--- src/rtl/fetch_sequencer.sv ---
// PC / instruction-fetch sequencer for the MIPS core: req/ack fetch, issue handshake, branch/jump next-PC.
// Optional FETCH_PERF_EN macro enables the retired/stall performance counters.
module fetch_sequencer #(
  parameter logic [31:0] PC_RESET      = 32'h0000_0000,
  parameter int unsigned FETCH_TIMEOUT = 16
) (
  input  logic        clk,
  input  logic        rst_n,
  input  logic        start,
  input  logic        halt,
  output logic        imem_req,
  output logic [31:0] imem_addr,
  input  logic        imem_ack,
  input  logic [31:0] imem_rdata,
  output logic        instr_valid,
  output logic [31:0] instr,
  input  logic        instr_ready,
  input  logic        br_taken,
  input  logic [15:0] br_offset,
  input  logic        jmp_taken,
  input  logic [25:0] jmp_target,
  output logic [31:0] pc,
  output logic        busy,
  output logic        error,
  output logic [31:0] retired_cnt,
  output logic [31:0] stall_cnt
);

  localparam int unsigned TW = $clog2(FETCH_TIMEOUT + 1);

  typedef enum logic [1:0] {S_IDLE, S_FETCH, S_ISSUE, S_ERROR} state_t;

  state_t        state;
  logic [TW-1:0] wait_cnt;
  logic [31:0]   next_pc;

  assign imem_addr = pc;

  always_comb begin
    next_pc = pc + 32'd1;
    if (jmp_taken)
      next_pc = {pc[31:26], jmp_target};
    else if (br_taken)
      next_pc = pc + 32'd1 + {{16{br_offset[15]}}, br_offset};
  end

  always_ff @(posedge clk or negedge rst_n) begin
    if (!rst_n) begin
      state       <= S_IDLE;
      pc          <= PC_RESET;
      instr       <= '0;
      imem_req    <= 1'b0;
      instr_valid <= 1'b0;
      busy        <= 1'b0;
      error       <= 1'b0;
      wait_cnt    <= '0;
    end else begin
      case (state)
        S_IDLE, S_ERROR: begin
          if (start) begin
            state    <= S_FETCH;
            pc       <= PC_RESET;
            imem_req <= 1'b1;
            busy     <= 1'b1;
            error    <= 1'b0;
            wait_cnt <= '0;
          end
        end
        S_FETCH: begin
          if (imem_ack) begin
            imem_req <= 1'b0;
            if (halt) begin
              // halting discards the returned word; pc still names it
              state <= S_IDLE;
              busy  <= 1'b0;
            end else begin
              state       <= S_ISSUE;
              instr       <= imem_rdata;
              instr_valid <= 1'b1;
            end
          end else if (wait_cnt == TW'(FETCH_TIMEOUT - 1)) begin
            state    <= S_ERROR;
            imem_req <= 1'b0;
            busy     <= 1'b0;
            error    <= 1'b1;
          end else begin
            wait_cnt <= wait_cnt + 1'b1;
          end
        end
        S_ISSUE: begin
          if (instr_ready) begin
            instr_valid <= 1'b0;
            pc          <= next_pc;
            wait_cnt    <= '0;
            if (halt) begin
              state <= S_IDLE;
              busy  <= 1'b0;
            end else begin
              state    <= S_FETCH;
              imem_req <= 1'b1;
            end
          end
        end
        default: state <= S_IDLE;
      endcase
    end
  end

`ifdef FETCH_PERF_EN
  logic start_ok;
  assign start_ok = start && (state == S_IDLE || state == S_ERROR);

  always_ff @(posedge clk or negedge rst_n) begin
    if (!rst_n) begin
      retired_cnt <= '0;
      stall_cnt   <= '0;
    end else if (start_ok) begin
      retired_cnt <= '0;
      stall_cnt   <= '0;
    end else begin
      if (state == S_ISSUE && instr_ready) retired_cnt <= retired_cnt + 32'd1;
      if (state == S_FETCH && !imem_ack)   stall_cnt   <= stall_cnt + 32'd1;
    end
  end
`else
  assign retired_cnt = '0;
  assign stall_cnt   = '0;
`endif

endmodule
--- config.mk ---
export PLATFORM = sky130hd
export DESIGN_NAME = fetch_sequencer
export DESIGN_NICKNAME = d
export VERILOG_FILES = /design/src/rtl/fetch_sequencer.sv
export SDC_FILE = /design/constraint.sdc
export NUM_CORES = 1
export LEC_CHECK = 0
export CORE_MARGIN = 2
export CORE_UTILIZATION = 55
export DETAILED_ROUTE_END_ITERATION = 8
export DONT_BUFFER_PORTS = 1
export PLACE_DENSITY = 0.71
export SYNTH_ARGS = -nofsm -noshare
export SYNTH_HDL_FRONTEND = slang
export SYNTH_SLANG_ARGS = --single-unit
--- constraint.sdc ---
create_clock -name clk -period 11.5 [get_ports clk]
set_clock_uncertainty 0.15 [all_clocks]
set_input_delay 2.3 -clock clk [delete_from_list [all_inputs] [get_ports clk]]
set_output_delay 2.3 -clock clk [all_outputs]
set_load 0.03 [all_outputs]
# --- Yosys cells after proc, flatten, opt, wreduce, memory -nomap -nowiden ---
# Cells that the tools add are included.
word_totals:
  regBits: 75
  latch_bits: 0
  mem_bits_rw: 0
  romBits: 0
  input_bits: 82
  out_inout_bits: 164
  memories: 0
op_classes:
  addsub: 3
  n_mul: 0
  n_div: 0
  magnitude_cmp: 0
  eq_ne: 14
  shifts: 0
  muxes: 34
  bitwise: 1
  n_reduce_logical: 13
op_table:
  columns: ["op", "n"]
  rows:
  - ["$mux 32", 4]
  - ["$pmux 32 s2", 1]
  - ["$add 32x1->32 const B", 1]
  - ["$add 32x32->32", 1]
  - ["$mux 5", 4]
  - ["$reduce_and 4->1", 5]
  - ["$ne 2x2->1 const B", 9]
  - ["$pmux 5 s3", 1]
  - ["$mux 1", 14]
  - ["$mux 2", 5]
  - ["$reduce_and 3->1", 3]
  - ["$pmux 1 s3", 2]
  - ["$pmux 2 s3", 1]
  - ["$reduce_bool 2->1", 3]
  - ["$add 5x1->5 const B", 1]
  - ["$eq 5x4->1 const B", 1]
  - ["$eq 2x2->1 const B", 2]
  - ["$pmux 1 s2", 2]
  - ["$ne 3x3->1 const B", 1]
  - ["$eq 2x1->1 const B", 1]
  - ["$logic_not 2->1", 1]
  - ["$reduce_or 2->1", 1]
  - ["$not 1->1", 1]

# --- Logic depth before layout (Yosys ltp) ---
logic_depth:
  depth_word: 6
  mapped_depth: 18
  depth_no_buf: 17

# --- Worst setup path before layout ---
# Ideal clock, no wire load.
synth_timing:
  path_type: "input to register"
  startpoint: "in br_offset[0]"
  endpoint: "reg pc[22], in the netlist imem_addr[22]"
  setup_time_ns: 0.131
  arrival_ns: 4.438
  t_required_ns: 11.219
  setup_slack_ns: 6.782
  path_stages: 13
  path_cell_list: "ha_1 inv_1 fa_1 nor2b_1 o21ai_0 a21oi_1 o2111ai_1 nand3_1 o21ai_0 o31a_1 or3_1 nand3_1 o21ai_0"
synth_via:
  elab_chain_cells: 5
synth_rtl:
  columns: ["element", "line", "text"]
  rows:
  - ["from (decl)", "19", "input logic [15:0] br_offset,"]
  - ["$add 32x32->32", "44", "next_pc = pc + 32'd1 + {{16{br_offset[15]}}, br_offset};"]
  - ["$mux 32", "43", "else if (br_taken)"]
  - ["$mux 32", "41", "if (jmp_taken)"]
  - ["$mux 32", "91", "if (instr_ready) begin"]
  - ["$pmux 32 s2", "58", "case (state)"]
  - ["to (signal assigned)", "93", "pc <= next_pc;"]
  - ["to (decl)", "22", "output logic [31:0] pc,"]
# Every way passes these cells. The select of a mux whose other input is x is not followed.
# A chain may end at the register's enable or synchronous reset.

# --- Worst setup path after layout ---
layout_timing:
  startpoint: "reg pc[0], in the netlist imem_addr[0]"
  endpoint: "reg pc[31], in the netlist imem_addr[31]"
layout_via:
  elab_chain_cells: 6
layout_rtl:
  columns: ["element", "line"]
  rows:
  - ["$add 32x1->32 (*)", "40, 44"]
  - ["$add 32x32->32", "44"]
  - ["$mux 32 (*)", "43"]
  - ["$mux 32 (*)", "41"]
  - ["$mux 32 (*)", "91"]
  - ["$pmux 32 s2 (*)", "58"]
# Mark *: on every way between the ends. The rest lies on a longest branch, timed or not. The select of a mux whose other input is x is not followed.

==> flow_summary.ini <==
[yosys]
yosysSeqAreaShare_pct = 28.1
ys_types = 78
syn_area_um2 = 6670
synth-edff-count = 0
syn_inst = 783
synth_area_leaders = dfrtp_1, buf_4, ha_1, mux2_2, nand2_1
ys_ff_latch = 75
async_flop_share_pct = 100
synthDominantCellAreaShare_pct = 28.1
ys.flop_type = dfrtp_1
syn-mean-instance-area_um2 = 8.52
synth.largest_area_cell = dfrtp_1
yosysWarnings = 0

[clocking]
cts_setup_buffers = 0
cts_root_buf = clkbuf_16
ctsResizeCount = 0
clk_latency_ns = 0.35
cts_hold_buffers = 0
cts_sinks = 75
htreeDepth = 3
cts_tree = yes
clk_pin_slew_ns = 0.07
cts_max_path_buffers = 2
cts-buffers-inserted = 9

[flow_run]
drv_cap = 0

[setup_path]
cp_slowest_cell = dfrtp_1
cp_top_family = simple AND/OR/NAND/NOR gates
crit_path_end_kind = register
cp.required_ns = 11.57
worstSetupPathType = reg -> reg
crit_chain = ha_1, and3_1, nand2_1, nor3_1, nand3_1, xnor2_1, ha_1, a21oi_1, nor2b_1, o21ai_0, nand2b_1, a21oi_1, o22ai_1, a31o_2, o31ai_1, a22oi_1
worstPathMaxFanout = 10
crit_buf_inv = 0
arrival_ns = 5.06
start_kind = register
cpPeakStageDelay_ns = 0.89

[detailed_routing]
wl_per_cell_um = 19.9
avgViaCountPerCell = 6.18
vias = 5467
drtAntennaViolNets = 0
drt-total-wl_mm = 17.6
drtIter0Drc = 308
first_pass_iters = 4
drc_errors = 0

[die]
coreArea_um2 = 11900
io_pins = 246
die_w_um = 114
initial_utilization_pct = 56.0
rows = 40
die_h_um = 114
floorplan.die_area_um2 = 13000

[power]
p_total_uw = 1670
leakage_uw = 0.00304
vdd_drop_max_v = 0.000137
powerDensity_nw_per_um2 = 256

[finish]
final-instance-count-excl-fill = 885
final_cell_mix = nand2_1, dfrtp_1, conb_1
layout.nets = 858
antenna_cells = 0
syn2layout_area_growth_pct = -1.99
drive_above_1_share_pct = 9.08
fillCellCount = 1127
layout_commonest_cell = nand2_1
final_core_util_pct = 54.9

[placement]
placed_cells = 869
dp_hpwl_mm = 12.7
port_buffers = 0
gp_congestion = 0.913

[timing]
worstMarginPinSlew_ns = 0.893
finalMaxSlewViolations = 0
fin_hold_ws_ns = 0.330
slew_headroom_pct = 40.1
fmax_mhz = 200
hold_viol_final = 0
setup_viol = 0
fin_crit_sh_pct = 43.4
rsz0062_at_grt = false
fin_crit_ns = 4.99
finalSetupTns_ns = 0

[global_routing]
first_global_vias = 5253
grt_pass1_wl_mm = 27.1
track_usage_pct = 26.5
grt_max_degree = 76
grt_antenna_before_repair = 0
gr-total-overflow = 0

[min_path]
hold_class = reg -> reg

[status]
status = complete, no violations
synth_stat cells, types with 3 or more instances:
library cell and instances:
xnor2_1 31, o2111ai_1 4, buf_4 96, a32o_1 6
nor2_1 42, a21oi_1 46, a211oi_1 9, or3_1 3
nand2_1 81, buf_6 3, and3_1 13, o211ai_1 6
nand4_1 5, nor3_1 12, o21bai_1 3, a21o_1 11
clkbuf_1 22, dfrtp_1 75, nand3_1 32, o31ai_1 7
a22o_1 3, a31o_2 4, a221oi_1 5, ha_1 42
o21ai_1 3, o21ai_0 49, a31oi_1 4, mux2i_1 10
inv_1 24, nor2b_1 13, buf_1 3, xor2_1 16
mux2_2 32, nand2b_1 15, a22oi_1 3
power breakdown:
| group | switching, uW | internal, uW | total [uW] | leakage [uW] |
|---|---|---|---|---|
| combinational | 375 | 266 | 642 | 0.00194 |
| clock | 131 | 152 | 283 | 0.000141 |
| sequential | 389 | 360 | 749 | 0.000957 |
stage by stage:
stage / setup slack [ns] / cell area, um^2
after floorplan: 6.78 / 6910
after global placement: 6.45 / 6250
after detailed placement: 6.40 / 6250
after CTS: 6.60 / 6540
after global routing: 6.11 / 6540
final: 6.51 / 6540
kinds of logic after synthesis:
logic type | synth area share [%]
simple gates | 17.9
compound gates | 18.3
buf+inv | 14.3
flops | 28.1
xor+xnor | 6.17
fa+ha+maj | 8.18
mux | 6.90
other cells | 0.0562
final timing paths:
path / start / end / slack, ns / cells after the start
setup / recovery: imem_addr[0]$_DFFE_PN0P_ / imem_addr[31]$_DFFE_PN0P_ / 6.51 / 16
min in group asynchronous: rst_n / instr[20]$_DFFE_PN0P_ / 1.49 / 0
setup reg to reg: imem_addr[0]$_DFFE_PN0P_ / imem_addr[31]$_DFFE_PN0P_ / 6.51 / 16
max in group asynchronous: rst_n / imem_addr[15]$_DFFE_PN0P_ / 9.60 / 0
hold / removal: wait_cnt[4]$_DFFE_PN0P_ / wait_cnt[4]$_DFFE_PN0P_ / 0.33 / 2
hold reg to reg: wait_cnt[4]$_DFFE_PN0P_ / wait_cnt[4]$_DFFE_PN0P_ / 0.33 / 2
worst register-to-register path, delay by kind of cell (launching register included):
family	cells	cell delay [ns]
simple gates	6	1.44
compound gates	7	1.37
flops	1	0.89
fa+ha+maj	2	0.76
xor+xnor	1	0.27
area by class of cell:
type | instances | area (um^2) | area share [%]
multi-input combinational | 620 | 4080 | 62.4
sequential | 75 | 1880 | 28.7
clock buffer | 9 | 225 | 3.45
tap | 147 | 184 | 2.81
inverter | 25 | 93.8 | 1.44
clock inverter | 7 | 65.1 | 0.995
timing repair buffer | 2 | 15.0 | 0.230
per-layer routing:
layer	track usage (%)	vias to the layer above	part of all wire (%)
met1	32.1	2628	40
met2	45.8	265	50
li1	-	2538	-
met3	7.09	36	8.1
met5	0	-	0
met4	9.02	0	2.2
registers in the layout, indices dropped and copies added, names as in the netlist:
name / count
imem_addr: 32
instr: 32
wait_cnt: 5
error: 1
instr_valid: 1
state: 2
busy: 1
imem_req: 1
No activity file was read; power rests on OpenSTA's default activity.
